$ cat config.mk
export PLATFORM = sky130hd
export DESIGN_NAME = phy_utx_fifo
export DESIGN_NICKNAME = d
export VERILOG_FILES = /design/src/rtl/phy_utx_fifo.sv
export SDC_FILE = /design/constraint.sdc
export NUM_CORES = 1
export LEC_CHECK = 0
export BUFFER_PORTS_ARGS = -buffer_cell sky130_fd_sc_hd__buf_2
export CAP_MARGIN = 10
export CORE_UTILIZATION = 40
export CTS_CLUSTER_DIAMETER = 60
export DETAILED_ROUTE_END_ITERATION = 8
export GPL_ROUTABILITY_DRIVEN = 0
export GPL_TIMING_DRIVEN = 1
export HOLD_SLACK_MARGIN = 0.08
export SLEW_MARGIN = 10
export SYNTH_ARGS = -nofsm -noshare
export SYNTH_HDL_FRONTEND = slang
export SYNTH_SLANG_ARGS = --single-unit
$ cat constraint.sdc
create_clock -name clk_sys -period 3.4 [get_ports clk_sys]
set_clock_uncertainty 0.15 [all_clocks]
set_input_delay 0.34 -clock clk_sys [delete_from_list [all_inputs] [get_ports clk_sys]]
set_output_delay 0.34 -clock clk_sys [all_outputs]
set_load 0.005 [all_outputs]
$ cat src/rtl/phy_utx_fifo.sv
// phy_utx_fifo: FIFO-buffered UART transmitter, configurable width/parity/stop bits
module phy_utx_fifo #(
  parameter int DW      = 8,
  parameter int BIT_CYC = 434,
  parameter int STOP    = 1,
  parameter int DEPTH   = 8,
  parameter int AW      = 3
) (
  input  logic          clk_sys,
  input  logic          rst_n,
  input  logic [DW-1:0] tx_data,
  input  logic          tx_vld,
  output logic          tx_rdy,
  input  logic [1:0]    par_mode,
  output logic          uart_tx,
  output logic          tx_busy,
  output logic [AW:0]   fifo_lvl
);
  localparam int CW = $clog2(STOP * BIT_CYC);
  localparam int BW = $clog2(DW);
  localparam logic [CW-1:0] BIT_END  = CW'(BIT_CYC - 1);
  localparam logic [CW-1:0] STOP_END = CW'(STOP * BIT_CYC - 1);
  localparam logic [BW-1:0] LAST_BIT = BW'(DW - 1);
  typedef enum logic [2:0] {S_IDLE, S_START, S_DATA, S_PAR, S_STOP} state_t;
  state_t state, state_d;
  logic [DW-1:0] mem [DEPTH];
  logic [AW:0] wr_ptr, rd_ptr;
  logic [CW-1:0] cnt, cnt_d;
  logic [BW-1:0] bit_idx, bit_d;
  logic [DW-1:0] shreg;
  logic par_en, par_bit, push, pop, empty, last, shift;
  assign fifo_lvl = wr_ptr - rd_ptr;
  assign empty    = wr_ptr == rd_ptr;
  assign tx_rdy   = !(wr_ptr[AW] != rd_ptr[AW] && wr_ptr[AW-1:0] == rd_ptr[AW-1:0]);
  assign push     = tx_vld & tx_rdy;
  assign tx_busy  = state != S_IDLE || !empty;
  // stop phase is timed as one long interval so the counter needs STOP*BIT_CYC range
  assign last     = cnt == (state == S_STOP ? STOP_END : BIT_END);
  always_comb begin
    state_d = state;
    cnt_d   = last ? '0 : cnt + 1'b1;
    bit_d   = bit_idx;
    pop     = 1'b0;
    shift   = 1'b0;
    case (state)
      S_IDLE: begin
        cnt_d   = '0;
        pop     = !empty;
        state_d = empty ? S_IDLE : S_START;
      end
      S_START: if (last) begin
        state_d = S_DATA;
        bit_d   = '0;
      end
      S_DATA: if (last) begin
        shift = 1'b1;
        bit_d = bit_idx + 1'b1;
        if (bit_idx == LAST_BIT) state_d = par_en ? S_PAR : S_STOP;
      end
      S_PAR: if (last) state_d = S_STOP;
      S_STOP: if (last) begin
        pop     = !empty;
        state_d = empty ? S_IDLE : S_START;
      end
      default: state_d = S_IDLE;
    endcase
  end
  always_ff @(posedge clk_sys or negedge rst_n)
    if (!rst_n) state <= S_IDLE;
    else state <= state_d;
  always_ff @(posedge clk_sys)
    if (push) mem[wr_ptr[AW-1:0]] <= tx_data;
  // word and parity setting are captured at pop; uart_tx lags the state by one flop
  always_ff @(posedge clk_sys or negedge rst_n)
    if (!rst_n) begin
      wr_ptr  <= '0;
      rd_ptr  <= '0;
      cnt     <= '0;
      bit_idx <= '0;
      shreg   <= '0;
      par_en  <= 1'b0;
      par_bit <= 1'b0;
      uart_tx <= 1'b1;
    end else begin
      wr_ptr  <= wr_ptr + {{AW{1'b0}}, push};
      rd_ptr  <= rd_ptr + {{AW{1'b0}}, pop};
      cnt     <= cnt_d;
      bit_idx <= bit_d;
      if (pop) begin
        shreg   <= mem[rd_ptr[AW-1:0]];
        par_en  <= par_mode[0] ^ par_mode[1];
        par_bit <= par_mode[1] ^ (^mem[rd_ptr[AW-1:0]]);
      end else if (shift) shreg <= shreg >> 1;
      uart_tx <= state == S_START ? 1'b0 :
                 state == S_DATA  ? shreg[0] :
                 state == S_PAR   ? par_bit : 1'b1;
    end
endmodule
After elaboration in Yosys (flattened, before gate mapping)
Memories as Yosys holds them, arrays and structs flattened.
Cells that the tools add are included.
{"block": "classes", "add_sub_neg": 5, "eq_ne": 14, "muxes": 24, "n_bitwise": 3, "n_reduce_logical": 11}
{"operator": "$mux W3", "n": 8}
{"operator": "$mux W9", "n": 2}
{"operator": "$mux W8", "n": 2}
{"operator": "$pmux W3 S5", "n": 1}
{"operator": "$ne A2 B2 Y1 const B", "n": 5}
{"operator": "$add A9 B1 Y9 const B", "n": 1}
{"operator": "$eq A9 B9 Y1 const B", "n": 1}
{"operator": "$mux W1", "n": 9}
{"operator": "$add A4 B1 Y4", "n": 2}
{"operator": "$reduce_xor A8 Y1", "n": 1}
{"operator": "$eq A3 B2 Y1 const B", "n": 2}
{"operator": "$eq A3 B3 Y1 const B", "n": 2}
{"operator": "$pmux W3 S2", "n": 1}
{"operator": "$reduce_and A5 Y1", "n": 1}
{"operator": "$eq A4 B4 Y1", "n": 1}
{"operator": "$reduce_bool A2 Y1", "n": 2}
{"operator": "$sub A4 B4 Y4", "n": 1}
{"operator": "$add A3 B1 Y3 const B", "n": 1}
{"operator": "$eq A3 B1 Y1 const B", "n": 1}
{"operator": "$eq A3 B3 Y1", "n": 1}
{"operator": "$logic_not A3 Y1", "n": 1}
{"operator": "$reduce_and A3 Y1", "n": 1}
{"operator": "$reduce_bool A3 Y1", "n": 1}
{"operator": "$logic_not A1 Y1", "n": 2}
{"operator": "other kinds (6)", "n": 7}
{"block": "word_totals", "register_bits": 34, "mem_bits_rw": 64, "elab_cells": 67, "mem_count": 1}
{"memory": "mem", "depth": 8, "width": 8, "read_ports": 1, "rd_ports_with_merged_regs": 0, "write_ports": 1, "line_no": "26", "source": "logic [DW-1:0] mem [DEPTH];"}

Longest topological paths before layout
{"block": "depth", "ltp_word": 6, "depth_mapped": 10, "ltp_nobuf": 9}

Worst setup path before layout
No wires, ideal clock.
{"block": "synth_timing", "path_kind": "register to register", "startpoint": "register rd_ptr[1]", "endpoint": "memory mem[0][0] (enable)", "setup_ns": 0.383, "t_arrival_ns": 2.178, "t_required_ns": 2.867, "slack_ns": 0.689, "stages_incl_launch_ff": 9, "n_path_buf": 1, "path_cell_list": "dfrtp_1 buf_2 clkinv_1 ha_1 nand3_1 nand2b_1 and2_1 nand2_1 nor3_1"}
{"block": "synth_between", "elab_chain_cells": 6}
{"element": "start, declared", "line_no": "27", "source": "logic [AW:0] wr_ptr, rd_ptr;"}
{"element": "start signal, assigned", "line_no": "86", "source": "rd_ptr <= rd_ptr + {{AW{1'b0}}, pop};"}
{"element": "$eq A3 B3 Y1", "line_no": "34", "source": "assign tx_rdy = !(wr_ptr[AW] != rd_ptr[AW] && wr_ptr[AW-1:0] == rd_ptr[AW-1:0]);"}
{"element": "$logic_and A1 B1 Y1", "line_no": "34"}
{"element": "$logic_not A1 Y1", "line_no": "34"}
{"element": "net tx_rdy", "line_no": "13", "source": "output logic tx_rdy,"}
{"element": "$and A1 B1 Y1", "line_no": "35", "source": "assign push = tx_vld & tx_rdy;"}
{"element": "$mux W1", "line_no": "72", "source": "if (push) mem[wr_ptr[AW-1:0]] <= tx_data;"}
{"element": "$mux W1 (not written as such)", "line_no": "72"}
{"element": "end, declared", "line_no": "26"}
The timed path passes the listed nets, and every way through them passes these cells.

Final worst setup path
{"block": "layout_timing", "startpoint": "register rd_ptr[2]", "endpoint": "output port tx_busy"}
{"block": "layout_between", "elab_chain_cells": 3}
{"element": "$eq A4 B4 Y1", "line_no": "33", "source": "assign empty = wr_ptr == rd_ptr;"}
{"element": "$logic_not A1 Y1", "line_no": "36", "source": "assign tx_busy = state != S_IDLE || !empty;"}
{"element": "$logic_or A1 B1 Y1", "line_no": "36"}
{"element": "end, declared", "line_no": "16", "source": "output logic tx_busy,"}
No other way between the ends.

==> metrics.yaml <==
grt_usage: 0.148
start_util: 0.411
route.detailed.drc: 0
fmax_mhz: 342
synth.top_cell.area_share: 0.453
power.switching_w: 0.00130
r2r_start: "rd_ptr[2]"
cts_resized: 0
power_frac_seq: 0.443
grt_max_degree: 35
crit_path_end: "tx_busy"
coreArea_um2: 10300
die_h_um: 105
dr.pass1.iters: 4
worst_slew_pin_slew_ps: 1110
hold_viol: 0
max-cap-violations: 0
synth-main-ff-cell: "edfxtp_1"
synth_seq_area_share: 0.654
r2r_setup_slack_ps: 520
insertion_delay_ps: 360
arrival_ps: 2430
yosysTopAreaCell: "edfxtp_1"
drtAntennaViolNets: 0
cts_inserted_buffers: 9
rows: 37
clock_path_buffers: 2
synthTopCellsByArea: "edfxtp_1, dfrtp_1, mux4_2"
cp-start-kind: "register"
yosysMostFrequentCell: "edfxtp_1"
ys_types: 41
p_leak_nw: 1.86
clk_pin_slew_ps: 100
clkPwrFrac: 0.182
wirelength_um: 7290
antenna_found_initial: 0
syn-num-nets: 298
ir_drop_v: 0.000347
synth_warnings: 0
rsz0062_at_grt: "no"
ios: 20
syn_inst: 273
status: "complete, no violations"
cts-root-buf: "clkbuf_8"
synth-edff-count: 64
grt_pass1_vias: 2333
wl_per_cell_um: 16.2
yosys-top-cells-count: "edfxtp_1, dfrtp_1, nor2_1"
post-place-ws_ps: 511
ff2ff_path_depth: 9
drive_above_1_share: 0.208
cp_max_fo: 11
hold_path.class: "input pin to register"
vias: 2264
cellInternalPower_w: 0.00265
cts.htree.levels: 3
final_max_slew_viol_count: 0
grt_pass1_wl_um: 12100
cts_tree: "yes"
worstPathRequired_ps: 2910
switching_share: 0.329
synthArstFlopShare: 0.347
period_share: 0.859
relSlewSlack: 0.256
finalSetupViolCount: 0
fin_crit_ps: 2920
synth.cell_area_um2: 4240
overflow: 0
fin_ws_ps: 480
viasPerCell: 5.04
area_delta_synth_final_pct: 12.2
worst-setup-path-type: "register to primary output"
fin_setup_tns_ps: 0
cts.sinks: 98
final_nets: 333
syn_area_per_cell_um2: 15.5
cp-end-kind: "primary output"
r2r-end: "rd_ptr[2]"
place_hpwl_um: 5020
io_buffers: 19
power_density_nw_per_um2: 829
setup.worst_path.start: "rd_ptr[2]"
drt_iter0_drc: 132
p_comb_frac: 0.375
synth-seq-cells: 98
fp.dieW_um: 105
die-area_um2: 11000
antenna_cells: 0
power groups by stage:
stage	combinational, W	sequential, W	clock (W)
3_3_place_gp	0.00149	0.00177	0
6_report	0.00148	0.00174	0.000719
5_1_grt	0.00163	0.00179	0.000804
4_1_cts	0.00151	0.00175	0.000751
3_5_place_dp	0.00150	0.00177	0
2_1_floorplan	0.00117	0.00167	0
worst min-delay path by stage:
| stage | depth (start not counted) | start | endpoint |
|---|---|---|---|
| floorplan | 0 | rst_n | bit_idx[0] |
| global placement | 1 | rst_n | cnt[4] |
| detailed placement | 1 | rst_n | cnt[5] |
| CTS | 1 | tx_data[7] | mem[5][7] |
| global route | 1 | tx_data[4] | mem[7][4] |
| finish | 1 | tx_data[7] | mem[5][7] |
final cells by class:
type,instances,area (µm²)
fill,914,5570
inverter,12,45.0
clock buffer,9,124
clock inverter,7,66.3
sequential,98,2770
multi-input combinational,153,1370
timing repair buffer,34,210
tap,136,170
placed cells by master (no fill, tap or decap), drive strengths merged:
cell,Yosys,layout
a2111o,1,1
a21boi,1,1
a21o,1,1
a21oi,5,5
a221o,6,6
a22oi,2,2
and2,1,1
and3,1,1
and4b,1,1
buf,4,33
clkbuf,6,9
clkinv,2,4
clkinvlp,0,1
dfrtp,33,33
dfstp,1,1
dlygate4sd3,0,1
edfxtp,64,64
fa,1,1
ha,11,11
inv,10,14
mux2i,11,11
mux4,16,16
nand2,14,14
nand2b,4,4
nand3,7,7
nand3b,4,4
nand4,1,1
nor2,27,27
nor3,4,4
o211ai,1,1
o21ai,10,10
o22ai,1,1
o31ai,1,1
o41ai,1,1
or3,2,2
xnor2,6,6
xnor3,3,3
xor2,8,8
xor3,1,1
logic make-up (layout without fill, tap and decap cells):
family / after synthesis / after routing / share of synthesized area
DFF: 98 / 98 / 0.654
and+or+nand+nor: 66 / 66 / 0.0732
AOI/OAI and AO/OA: 30 / 30 / 0.0487
muxes: 27 / 27 / 0.113
buffers and inverters: 22 / 62 / 0.0236
xor gates and xnor gates: 18 / 18 / 0.0505
adders and majority gates: 12 / 12 / 0.0372
what timing repair did:
action,4_1_cts,5_1_grt
setup buffers,0,0
hold buffers,1,0
hold endpoints to repair,33,0
metrics by stage:
step	hold WS [ps]	power (W)	instance area [µm²]	cells	utilization
after floorplan	-106	0.00285	4240	273	-
after global placement	310	0.00326	4560	432	0.441
after detailed placement	308	0.00327	4560	432	0.441
after CTS	81.6	0.00401	4760	449	0.461
after global routing	82.0	0.00422	4760	449	0.461
final	97.4	0.00394	4760	449	0.461
critical path: stages, from the launching register on:
cell and delay (ps):
dfrtp_1 640, clkinv_1 390, ha_1 440, nand3_1 100, nor2_1 250, nand3b_1 120
buf_2 140
routing by layer:
layer	vias to the layer above	global-route usage	wire length, µm
met5	-	0	0
met1	1129	0.189	3290
met3	14	0.0393	252
met4	0	0.0614	159
met2	31	0.238	3600
li1	1090	-	-
flip-flops by register name, indices dropped and copies added (netlist names):
name	flops
bit_idx	3
cnt	9
mem	64
par_bit	1
par_en	1
rd_ptr	4
shreg	8
state	3
uart_tx	1
wr_ptr	4
(Power assumes the default switching activity.)
